[config.mk]
export PLATFORM = sky130hd
export DESIGN_NAME = arp_engine
export DESIGN_NICKNAME = d
export VERILOG_FILES = /design/src/rtl/arp_engine.sv
export SDC_FILE = /design/constraint.sdc
export NUM_CORES = 1
export LEC_CHECK = 0
export ABC_AREA = 1
export BUFFER_PORTS_ARGS = -buffer_cell sky130_fd_sc_hd__buf_4
export CAP_MARGIN = 15
export CORE_ASPECT_RATIO = 1.4
export CORE_MARGIN = 8
export CORE_UTILIZATION = 54
export DETAILED_ROUTE_END_ITERATION = 8
export PLACE_DENSITY = 0.68
export SETUP_SLACK_MARGIN = 0.4
export SLEW_MARGIN = 20
export SYNTH_ARGS = -nofsm -noshare
export SYNTH_HDL_FRONTEND = slang
export SYNTH_SLANG_ARGS = --single-unit
[constraint.sdc]
create_clock -name clk -period 9.7 [get_ports clk]
set_input_delay 1.94 -clock clk [delete_from_list [all_inputs] [get_ports clk]]
set_output_delay 1.94 -clock clk [all_outputs]
set_load 0.02 [all_outputs]
[src/rtl/arp_engine.sv]
// ARP endpoint: parses RX frames for requests aimed at LOCAL_IP, streams the
// reply (or a gratuitous announcement) out through a registered valid/ready byte port.
module arp_engine #(
  parameter logic [47:0] LOCAL_MAC    = 48'h02_12_34_56_78_9A,
  parameter logic [31:0] LOCAL_IP     = {8'd10, 8'd10, 8'd10, 8'd100},
  parameter bit          PAD_MIN      = 1'b1,
  parameter bit          ACCEPT_BCAST = 1'b1
) (
  input  logic       clk,
  input  logic       rst,
  input  logic [7:0] rx_data,
  input  logic       rx_valid,
  input  logic       rx_last,
  output logic [7:0] tx_data,
  output logic       tx_valid,
  input  logic       tx_ready,
  output logic       tx_last,
  input  logic       grat_req,
  output logic       busy,
  output logic [7:0] drop_cnt
);

  localparam int unsigned IW = 6;
  localparam logic [IW-1:0] LAST_IDX = PAD_MIN ? 6'd59 : 6'd41;

  typedef enum logic [1:0] {S_IDLE, S_REPLY, S_GRAT} state_e;

  function automatic logic [7:0] mac_byte(input logic [47:0] m, input logic [2:0] i);
    case (i)
      3'd0:    mac_byte = m[47:40];
      3'd1:    mac_byte = m[39:32];
      3'd2:    mac_byte = m[31:24];
      3'd3:    mac_byte = m[23:16];
      3'd4:    mac_byte = m[15:8];
      3'd5:    mac_byte = m[7:0];
      default: mac_byte = 8'h00;
    endcase
  endfunction

  function automatic logic [7:0] ip_byte(input logic [31:0] a, input logic [1:0] i);
    case (i)
      2'd0:    ip_byte = a[31:24];
      2'd1:    ip_byte = a[23:16];
      2'd2:    ip_byte = a[15:8];
      default: ip_byte = a[7:0];
    endcase
  endfunction

  // Ethertype + fixed ARP header (bytes 12-21) of a request
  function automatic logic [7:0] hdr_byte(input logic [3:0] i);
    case (i)
      4'd0:    hdr_byte = 8'h08;
      4'd1:    hdr_byte = 8'h06;
      4'd3:    hdr_byte = 8'h01;
      4'd4:    hdr_byte = 8'h08;
      4'd6:    hdr_byte = 8'h06;
      4'd7:    hdr_byte = 8'h04;
      4'd9:    hdr_byte = 8'h01;
      default: hdr_byte = 8'h00;
    endcase
  endfunction

  function automatic logic [7:0] frame_byte(input logic grat, input logic [IW-1:0] i,
                                            input logic [47:0] dmac, input logic [31:0] dip);
    logic [47:0] dst;
    logic [47:0] tha;
    logic [31:0] tpa;
    dst = grat ? 48'hFFFF_FFFF_FFFF : dmac;
    tha = grat ? 48'h0 : dmac;
    tpa = grat ? LOCAL_IP : dip;
    frame_byte = 8'h00;
    if (i < 6'd6)       frame_byte = mac_byte(dst, 3'(i));
    else if (i < 6'd12) frame_byte = mac_byte(LOCAL_MAC, 3'(i - 6'd6));
    else if (i < 6'd22) frame_byte = (i == 6'd21 && !grat) ? 8'h02 : hdr_byte(4'(i - 6'd12));
    else if (i < 6'd28) frame_byte = mac_byte(LOCAL_MAC, 3'(i - 6'd22));
    else if (i < 6'd32) frame_byte = ip_byte(LOCAL_IP, 2'(i - 6'd28));
    else if (i < 6'd38) frame_byte = mac_byte(tha, 3'(i - 6'd32));
    else if (i < 6'd42) frame_byte = ip_byte(tpa, 2'(i - 6'd38));
  endfunction

  state_e          state_q, state_d;
  logic [IW-1:0]   rx_idx_q, rx_idx_d, tx_idx_q, tx_idx_d;
  logic            uc_q, uc_d, bc_q, bc_d, match_q, match_d;
  logic            uc_n, bc_n, match_n, req_v, hs;
  logic [47:0]     sha_q, sha_d, req_mac_q, req_mac_d;
  logic [31:0]     spa_q, spa_d, req_ip_q, req_ip_d;
  logic [7:0]      tx_data_q, tx_data_d, drop_cnt_q, drop_cnt_d;
  logic            tx_valid_q, tx_valid_d, tx_last_q, tx_last_d;
  logic            grat_pending_q, grat_pending_d, busy_q, busy_d;

  // RX parser: unicast/broadcast dst flags plus header/TPA match, restarted at byte 0
  always_comb begin
    uc_n    = (rx_idx_q == '0) ? 1'b1 : uc_q;
    bc_n    = (rx_idx_q == '0) ? ACCEPT_BCAST : bc_q;
    match_n = (rx_idx_q == '0) ? 1'b1 : match_q;
    if (rx_idx_q < 6'd6) begin
      uc_n = uc_n & (rx_data == mac_byte(LOCAL_MAC, 3'(rx_idx_q)));
      bc_n = bc_n & (rx_data == 8'hFF);
    end
    if (rx_idx_q >= 6'd12 && rx_idx_q < 6'd22)
      match_n = match_n & (rx_data == hdr_byte(4'(rx_idx_q - 6'd12)));
    if (rx_idx_q >= 6'd38 && rx_idx_q < 6'd42)
      match_n = match_n & (rx_data == ip_byte(LOCAL_IP, 2'(rx_idx_q - 6'd38)));
    req_v = rx_valid & rx_last & (uc_n | bc_n) & match_n & (rx_idx_q >= 6'd41);

    rx_idx_d = rx_idx_q;
    uc_d     = uc_q;
    bc_d     = bc_q;
    match_d  = match_q;
    sha_d    = sha_q;
    spa_d    = spa_q;
    if (rx_valid) begin
      uc_d    = uc_n;
      bc_d    = bc_n;
      match_d = match_n;
      if (rx_last)                  rx_idx_d = '0;
      else if (rx_idx_q != 6'd63)   rx_idx_d = rx_idx_q + 6'd1;
      if (rx_idx_q >= 6'd22 && rx_idx_q < 6'd28) sha_d = {sha_q[39:0], rx_data};
      if (rx_idx_q >= 6'd28 && rx_idx_q < 6'd32) spa_d = {spa_q[23:0], rx_data};
    end
  end

  assign hs = tx_valid_q & tx_ready;

  always_ff @(posedge clk or posedge rst) begin
    if (rst) state_q <= S_IDLE;
    else     state_q <= state_d;
  end

  always_comb begin
    state_d = state_q;
    case (state_q)
      S_IDLE: begin
        if (req_v)               state_d = S_REPLY;
        else if (grat_pending_q) state_d = S_GRAT;
      end
      S_REPLY, S_GRAT: if (hs && tx_last_q) state_d = S_IDLE;
      default: state_d = S_IDLE;
    endcase
  end

  // TX datapath: first byte loaded on frame start, next byte loaded on each handshake
  always_comb begin
    tx_idx_d       = tx_idx_q;
    tx_data_d      = tx_data_q;
    tx_valid_d     = tx_valid_q;
    tx_last_d      = tx_last_q;
    req_mac_d      = req_mac_q;
    req_ip_d       = req_ip_q;
    drop_cnt_d     = drop_cnt_q;
    grat_pending_d = grat_pending_q | grat_req;
    busy_d         = (state_d != S_IDLE);
    if (state_q == S_IDLE) begin
      if (req_v) begin
        req_mac_d  = sha_q;
        req_ip_d   = spa_q;
        tx_idx_d   = '0;
        tx_valid_d = 1'b1;
        tx_last_d  = 1'b0;
        tx_data_d  = frame_byte(1'b0, '0, sha_q, spa_q);
      end else if (grat_pending_q) begin
        grat_pending_d = grat_req;
        tx_idx_d       = '0;
        tx_valid_d     = 1'b1;
        tx_last_d      = 1'b0;
        tx_data_d      = frame_byte(1'b1, '0, req_mac_q, req_ip_q);
      end
    end else begin
      if (req_v && drop_cnt_q != 8'hFF) drop_cnt_d = drop_cnt_q + 8'd1;
      if (hs) begin
        if (tx_last_q) begin
          tx_idx_d   = '0;
          tx_valid_d = 1'b0;
          tx_last_d  = 1'b0;
          tx_data_d  = 8'h00;
        end else begin
          tx_idx_d  = tx_idx_q + 6'd1;
          tx_last_d = (tx_idx_d == LAST_IDX);
          tx_data_d = frame_byte(state_q == S_GRAT, tx_idx_d, req_mac_q, req_ip_q);
        end
      end
    end
  end

  always_ff @(posedge clk or posedge rst) begin
    if (rst) begin
      rx_idx_q       <= '0;
      uc_q           <= 1'b0;
      bc_q           <= 1'b0;
      match_q        <= 1'b0;
      sha_q          <= '0;
      spa_q          <= '0;
      tx_idx_q       <= '0;
      tx_data_q      <= '0;
      tx_valid_q     <= 1'b0;
      tx_last_q      <= 1'b0;
      req_mac_q      <= '0;
      req_ip_q       <= '0;
      drop_cnt_q     <= '0;
      grat_pending_q <= 1'b0;
      busy_q         <= 1'b0;
    end else begin
      rx_idx_q       <= rx_idx_d;
      uc_q           <= uc_d;
      bc_q           <= bc_d;
      match_q        <= match_d;
      sha_q          <= sha_d;
      spa_q          <= spa_d;
      tx_idx_q       <= tx_idx_d;
      tx_data_q      <= tx_data_d;
      tx_valid_q     <= tx_valid_d;
      tx_last_q      <= tx_last_d;
      req_mac_q      <= req_mac_d;
      req_ip_q       <= req_ip_d;
      drop_cnt_q     <= drop_cnt_d;
      grat_pending_q <= grat_pending_d;
      busy_q         <= busy_d;
    end
  end

  assign tx_data  = tx_data_q;
  assign tx_valid = tx_valid_q;
  assign tx_last  = tx_last_q;
  assign busy     = busy_q;
  assign drop_cnt = drop_cnt_q;

endmodule

Yosys cells after proc, flatten, opt, wreduce, memory -nomap -nowiden
Cells that the tools add are included.
- bits in registers: 197
- latch bits: 0
- RAM bits: 0
- ROM bits: 0
- input bits: 14
- output and inout port bits: 19
- word-level logic and storage cells: 210
- memories: 0
- add/sub/neg operators: 11
- multiply operators: 0
- div/mod/pow operators: 0
- $lt $le $gt $ge: 17
- equality and inequality tests: 54
- shift-type cells: 0
- multiplexer cells: 60
- bitwise operators: 12
- reductions and logical operators: 40
- operator list (operator ; number):
    $pmux 8 s6 ; 5
    $mux 8 ; 16
    $mux 48 ; 2
    $mux 6 ; 7
    $mux 32 ; 1
    $pmux 4 s4 ; 2
    $eq 3x2->1 const B ; 10
    $eq 3x3->1 const B ; 10
    $lt 6x6->1 const B ; 5
    $eq 4x3->1 const B ; 6
    $eq 8x8->1 ; 3
    $lt 6x5->1 const B ; 4
    $pmux 8 s3 ; 1
    $mux 1 ; 20
    $eq 3x1->1 const B ; 5
    $logic_not 3->1 ; 5
    $mux 7 ; 2
    $reduce_or 2->1 ; 7
    $add 6x1->6 const B ; 2
    $ge 6x5->1 const B ; 2
    $ge 6x6->1 const B ; 2
    $lt 6x3->1 const B ; 2
    $reduce_and 2->1 ; 6
    $and 1x1->1 ; 9
    31 further kinds ; 60

Logic depth before layout (Yosys ltp)
Gate-level depths: netlist of run 1.
- word-level depth: 15
- depth in mapped cells: 20

Worst setup path before layout of run 1
OpenSTA, ideal clock, no wires.
- path type: input to register
- from: input rx_data[6]
- to: register req_mac_q[46]
- library setup time: 0.118 ns
- arrival time: 3.282 ns
- data required time: 9.582 ns
- path slack: 6.300 ns
- stages on the path: 16
- path buffers: 2
- path through: inv_1 -> nand3_1 -> nor2_1 -> nand2_1 -> nor2_1 -> nand3_1 -> nand2_1 -> nand2_1 -> nor2_4 -> nand2_4 -> nor2_4 -> inv_2 -> buf_6 -> buf_6 -> nand2_1 -> o21ai_2
- cells in the longest elaborated chain, start to end: 8
- ends and longest elaborated chain (element ; RTL line ; text):
    start: declaration ; 11 ; input logic [7:0] rx_data,
    $eq 8x8->1 (on tied branches) ; 97, 101, 98 ;
    $and 1x1->1 (on tied branches) ; 97, 101, 98 ;
    $mux 1 (on tied branches) ; 96, 100 ;
    $or 1x1->1 / $and 1x1->1 (equally long branches) ; 104, 103 ;
    $and 1x1->1 / $mux 1 (equally long branches) ; 104, 102 ;
    $and 1x1->1 * (2 in series) ; 104 ; req_v = rx_valid & rx_last & (uc_n | bc_n) & match_n & (rx_idx_q >= 6'd41);
    $reduce_and 2->1 (no source line) * ; - ;
    end signal: assignment ; 213 ; req_mac_q <= req_mac_d;
    end: declaration ; 85 ; logic [47:0] sha_q, sha_d, req_mac_q, req_mac_d;
Mark *: on every way between the ends. The rest lies on a longest branch, timed or not.
A chain may end at the register's enable or synchronous reset.

Final worst setup path of run 1
- from: input rx_data[0]
- to: register req_ip_q[10]
- cells in the longest elaborated chain, start to end: 8
- ends and longest elaborated chain (element ; RTL line ; text):
    $eq 8x8->1 (on tied branches) ; 97, 101, 98 ;
    $and 1x1->1 (on tied branches) ; 97, 101, 98 ;
    $mux 1 (on tied branches) ; 96, 100 ;
    $or 1x1->1 / $and 1x1->1 (equally long branches) ; 104, 103 ;
    $and 1x1->1 / $mux 1 (equally long branches) ; 104, 102 ;
    $and 1x1->1 * (2 in series) ; 104 ;
    $reduce_and 2->1 (no source line) * ; - ;
    end signal: assignment ; 214 ; req_ip_q <= req_ip_d;
    end: declaration ; 86 ; logic [31:0] spa_q, spa_d, req_ip_q, req_ip_d;
Marked as above.

==> flow_summary.ini, run 1 <==
[finish]
layoutNonFillerInstCount = 1519
layout_commonest_cell = nand2_1
diodes = 0
fin_nets = 1302
drive_gt1_frac = 0.07428
areaGrowthSynthToFinish_pct = 9.257
layout_common_cells = 359 x nand2_1, 197 x dfrtp_1, 156 x inv_1

[clock_network]
postCtsSetupBuffers = 0
clk_pin_slew_ns = 0.07
clk_path_buf_depth = 2
clock_latency_ns = 0.43
clock-root-buffer = clkbuf_16
htree_levels = 4
cts_tree = done
numCtsBuffers = 17
cts_num_sinks = 197
cts_hold_repair.buffers = 0
post_cts_resized = 0

[placed_design]
io_buffer_count = 32
place_hpwl_mm = 16.28
dp_cells = 1488
dp_worst_setup_slack_ns = 5.282
gp_congestion = 0.8932

[route]
dr.first_iter.drc_count = 676
ant_nets = 0
viasPerCell = 5.355
routedWlPerCell_um = 15.43
vias = 8135
drc = 0
firstDrtPassIters = 5
routed_wl_mm = 23.43

[critical_path]
timing.rr.start = rx_idx_q[2]
critPathKind = in2reg
end_kind = flop
critPathLaunchType = input port
crit_fanout = 67
reg2reg_depth = 16
reg2reg_to = req_ip_q[10]
required_ns = 9.99
crit_arrival_ns = 4.42
r2r_setup_slack_ns = 6.08

[worst_hold_path]
hold_class = reg2reg
hp-start = spa_q[30]
min_path_cells = 2
holdPathEnd = req_ip_q[30]

[sta]
final.setup.tns_ns = 0
hold_violations = 0
rsz0062_at_grt = false
whs_ns = 0.4712
slew_violations = 0
fmax_mhz = 242.2
fin_crit_sh = 0.4257
fin_skew_ns = 0.01022
worstMarginPinSlew_ns = 1.013
finalSetupViolCount = 0
layout_setup_ws_ns = 5.571
slew_headroom = 0.3221
period_needed_ns = 4.129

[yosys]
synth.distinct_cells = 36
syn-num-nets = 1297
yosysSeqAreaShare = 0.4983
ys_warn_count = 0
syn_area_per_cell_um2 = 7.839
ys_ff_latch = 197
syn_area_mm2 = 0.009893
synthCells = 1262

[floorplan]
fp.coreArea_mm2 = 0.01800
rows = 58
die_w_um = 130.4
die_height_um = 176.2
io_pins = 33
die_area_mm2 = 0.02297
initial_core_util = 0.5497

[power_and_ir_drop]
switching_share = 0.3772
p_int_uw = 1567
pwr_density_cell_mw_per_mm2 = 232.8
clock_power_share = 0.285
p_leak_uw = 0.005487
combPwrFrac = 0.322
p_switching_uw = 948.9
p_total_uw = 2516
p_seq_frac = 0.393
vdd_ir_drop_max_mv = 0.1015

[global_routing]
grt_overflow_total = 0
antenna_found_initial = 0
grt_use_total = 0.2154
grt_max_degree = 119
grt_pass1_vias = 7904
grt_pass1_wl_mm = 39.45

[run_status]
outcome = finished clean

[job]
cap_viol_max_count = 0
synthesized netlist by cell type:
cell	count	area, µm²
a211oi_1	2	15.01
a21boi_1	2	15.01
a21o_1	1	7.510
a21oi_1	62	310.3
a31oi_1	5	31.28
buf_1	1	3.750
buf_2	10	50.05
buf_4	9	67.56
buf_6	5	56.30
clkbuf_1	26	97.59
clkinv_1	2	7.510
dfrtp_1	197	4930
ha_1	21	262.8
inv_1	157	589.3
inv_2	2	7.510
mux2_2	5	56.30
nand2_1	361	1355
nand2_2	3	18.77
nand2_4	1	11.26
nand3_1	67	335.3
nand3_2	2	20.02
nand3b_1	1	7.510
nand4_1	13	81.33
nor2_1	81	304.0
nor2_2	1	6.260
nor2_4	3	33.78
nor3_1	18	90.09
o211ai_1	9	67.56
o21a_1	1	7.510
o21ai_0	105	525.5
o21ai_1	58	290.3
o21ai_2	6	52.55
o22ai_1	13	81.33
o31ai_1	4	30.03
or2_2	1	6.260
xor2_1	7	61.31
power by group through the flow:
stage	Clock, µW	Sequential (µW)	Combinational [µW]
finish	716	989	811
global route	759	1000	914
CTS	728	990	810
detailed placement	0	1010	806
global placement	0	1000	805
floorplan	0	1000	552
critical path, cell delays in order:
cell	delay [ns]
buf_4	0.11
inv_1	0.16
nand3_1	0.10
nor2_1	0.16
nand2_1	0.07
nor2_1	0.08
nand3_1	0.11
nand2_1	0.09
nand2_1	0.08
nand2_2	0.11
nand2_4	0.12
nor2_4	0.12
clkinv_2	0.70
nand2_1	0.29
o21ai_1	0.09
logic make-up (layout without fill, tap and decap cells):
| logic type | after synthesis | count (layout) | share of synthesized area |
|---|---|---|---|
| fa+ha+maj | 21 | 21 | 0.02656 |
| simple gates | 552 | 552 | 0.2294 |
| compound gates | 268 | 268 | 0.1449 |
| flops | 197 | 197 | 0.4983 |
| xor+xnor | 7 | 7 | 0.006197 |
| mux | 5 | 5 | 0.005691 |
| buf+inv | 212 | 229 | 0.08891 |
sequential cells by signal, summed over array words and instances (netlist names):
signal	flops
rx_idx_q	6
bc_q	1
tx_data	8
tx_last	1
sha_q	48
busy	1
match_q	1
spa_q	32
grat_pending_q	1
req_ip_q	32
drop_cnt	8
state_q	2
tx_valid	1
uc_q	1
tx_idx_q	6
req_mac_q	48
cell type report:
cell class | count | area, µm²
well taps | 240 | 300.3
clock inverters | 12 | 146.4
repair buffers | 37 | 277.8
fillers | 1729 | 7188
inverters | 161 | 613.1
flip-flops and latches | 197 | 4930
multi-input cells | 853 | 4089
clock buffers | 19 | 452.9
how the worst max path moves through the flow:
stage	from	end	slack [ns]	cells after the start
finish	rx_data[0]	req_ip_q[10]	5.57	15
global route	rx_data[0]	req_ip_q[7]	5.31	15
CTS	rx_data[0]	req_ip_q[6]	5.71	15
detailed placement	rx_data[0]	req_mac_q[32]	5.28	14
global placement	rx_data[2]	busy	5.31	17
floorplan	rst	bc_q	2.39	1
per-layer routing:
metal | vias to the layer above | global-route usage | routed length, µm
met4 | 0 | 0.06865 | 463
met2 | 162 | 0.3613 | 11780
met5 | - | 0 | 0
met3 | 37 | 0.03774 | 839
met1 | 3868 | 0.2763 | 10350
li1 | 4068 | - | -
metrics by stage:
| stage | cell area (µm²) | util |
|---|---|---|
| after floorplan | 9893 | - |
| after global placement | 10210 | 0.5672 |
| after detailed placement | 10210 | 0.5672 |
| after CTS | 10810 | 0.6005 |
| after global routing | 10810 | 0.6006 |
| final | 10810 | 0.6006 |
(Power assumes the default switching activity.)
==> run 2: changes to the inputs <==
- clock period: 9.7 -> 3.85 ns (I/O delays scaled with it)
==> run 2 against run 1 <==
- utilization rose by 0.42 points
- first-iteration DRC count rose by 5.6%
- hold slack got worse by 0.12 ns
- power rose to 2.5 times the previous value
- non-clock buffer count rose by 9
- critical endpoint is now tx_data[0]
==> flow_summary.ini, run 2 (synthesized netlist as in run 1, its figures left out) <==
[critical_path]
required_ns = 4.16
r2r_setup_slack_ns = 0.74
critPathLaunchType = flop
crit_arrival_ns = 3.42
crit_fanout = 11
critPathKind = reg2reg
end_kind = flop
reg2reg_depth = 15

[floorplan]
initial_core_util = 0.5497
die_height_um = 176.2
io_pins = 33
die_area_mm2 = 0.02297
fp.coreArea_mm2 = 0.01800
die_w_um = 130.4
rows = 58

[sta]
fmax_mhz = 322.0
fin_skew_ns = 0.01237
hold_violations = 0
slew_violations = 0
slew_headroom = 0.3046
final.setup.tns_ns = 0
period_needed_ns = 3.106
fin_crit_sh = 0.8067
rsz0062_at_grt = false
finalSetupViolCount = 0
worstMarginPinSlew_ns = 1.039

[global_routing]
grt_max_degree = 97
grt_overflow_total = 0
grt_pass1_vias = 7797
grt_pass1_wl_mm = 39.49
grt_use_total = 0.2173
antenna_found_initial = 0

[route]
firstDrtPassIters = 5
vias = 8205
drc = 0
dr.first_iter.drc_count = 714
ant_nets = 0
routedWlPerCell_um = 15.47
viasPerCell = 5.370
routed_wl_mm = 23.64

[clock_network]
post_cts_resized = 0
htree_levels = 4
cts_hold_repair.buffers = 0
clk_pin_slew_ns = 0.07
cts_num_sinks = 197
clock_latency_ns = 0.43
clk_path_buf_depth = 2
clock-root-buffer = clkbuf_16
postCtsSetupBuffers = 0
numCtsBuffers = 17
cts_tree = done

[power_and_ir_drop]
vdd_ir_drop_max_mv = 0.2627
pwr_density_cell_mw_per_mm2 = 584.3
p_leak_uw = 0.005527

[placed_design]
gp_congestion = 0.9096
io_buffer_count = 32
place_hpwl_mm = 16.68

[finish]
largestRegisters = req_mac_q (48), sha_q (48)
fillers = 1723
utilization = 0.6048
fin_nets = 1311
areaGrowthSynthToFinish_pct = 10.02
diodes = 0
layout_commonest_cell = nand2_1
layout_common_cells = 359 x nand2_1, 196 x dfrtp_1, 156 x inv_1
drive_gt1_frac = 0.08075

[worst_hold_path]
hold_class = in2async

[run_status]
outcome = finished clean

[job]
cap_viol_max_count = 0
run 2: critical path, stage by stage, from the launching register on:
cell	delay (ns)
dfrtp_1	0.50
ha_1	0.27
ha_1	0.49
inv_1	0.15
nand2_1	0.36
inv_1	0.26
a21oi_1	0.21
nand2_1	0.15
nand2_1	0.09
nand2_1	0.05
nand3_1	0.09
nand2_1	0.07
nand2_1	0.06
a21oi_1	0.06
nand3_1	0.09
nand3_1	0.06
run 2: power by group:
group          switching [µW]  leakage, µW  internal, µW
clock                     804     0.000280           986
combinational            1420      0.00287           668
sequential                184      0.00237          2300
total                    2410      0.00553          3950
run 2: layer usage:
| metal | vias to the layer above | wire (µm) | GRT usage |
|---|---|---|---|
| li1 | 4083 | - | - |
| met1 | 3862 | 10430 | 0.2810 |
| met2 | 201 | 11480 | 0.3512 |
| met3 | 59 | 970 | 0.03412 |
| met4 | 0 | 759 | 0.09890 |
| met5 | - | 0 | 0 |
run 2: layout make-up:
class,count,area [µm²],share of cell area
flip-flops and latches,197,4931,0.4530
multi-input cells,853,4089,0.3757
inverters,161,610.6,0.05610
clock buffers,19,442.9,0.04069
repair buffers,46,365.4,0.03357
well taps,240,300.3,0.02759
clock inverters,12,145.1,0.01333
run 2: path summary, 6_finish.rpt:
kind	to	from
hold reg to reg	req_ip_q[30]	req_ip_q[30]
hold / removal	spa_q[17]	rst
max in group asynchronous	req_mac_q[42]	rst
setup reg to reg	tx_data[0]	tx_idx_q[0]
min in group clk	req_ip_q[30]	req_ip_q[30]
setup / recovery	tx_data[0]	tx_idx_q[0]
run 2: through the flow:
step | instances | power [µW] | area, µm² | hold slack (ns) | worst slack, ns
final | 1528 | 6360 | 10880 | 0.3531 | 0.7440
after global placement | 1497 | 4579 | 10280 | 0.4512 | 0.5864
after floorplan | 1262 | 3920 | 9897 | 0.4366 | 0.5336
after global routing | 1528 | 6779 | 10880 | 0.3759 | 0.4640
after detailed placement | 1497 | 4589 | 10280 | 0.4569 | 0.5329
after CTS | 1528 | 6383 | 10870 | 0.3649 | 0.4898
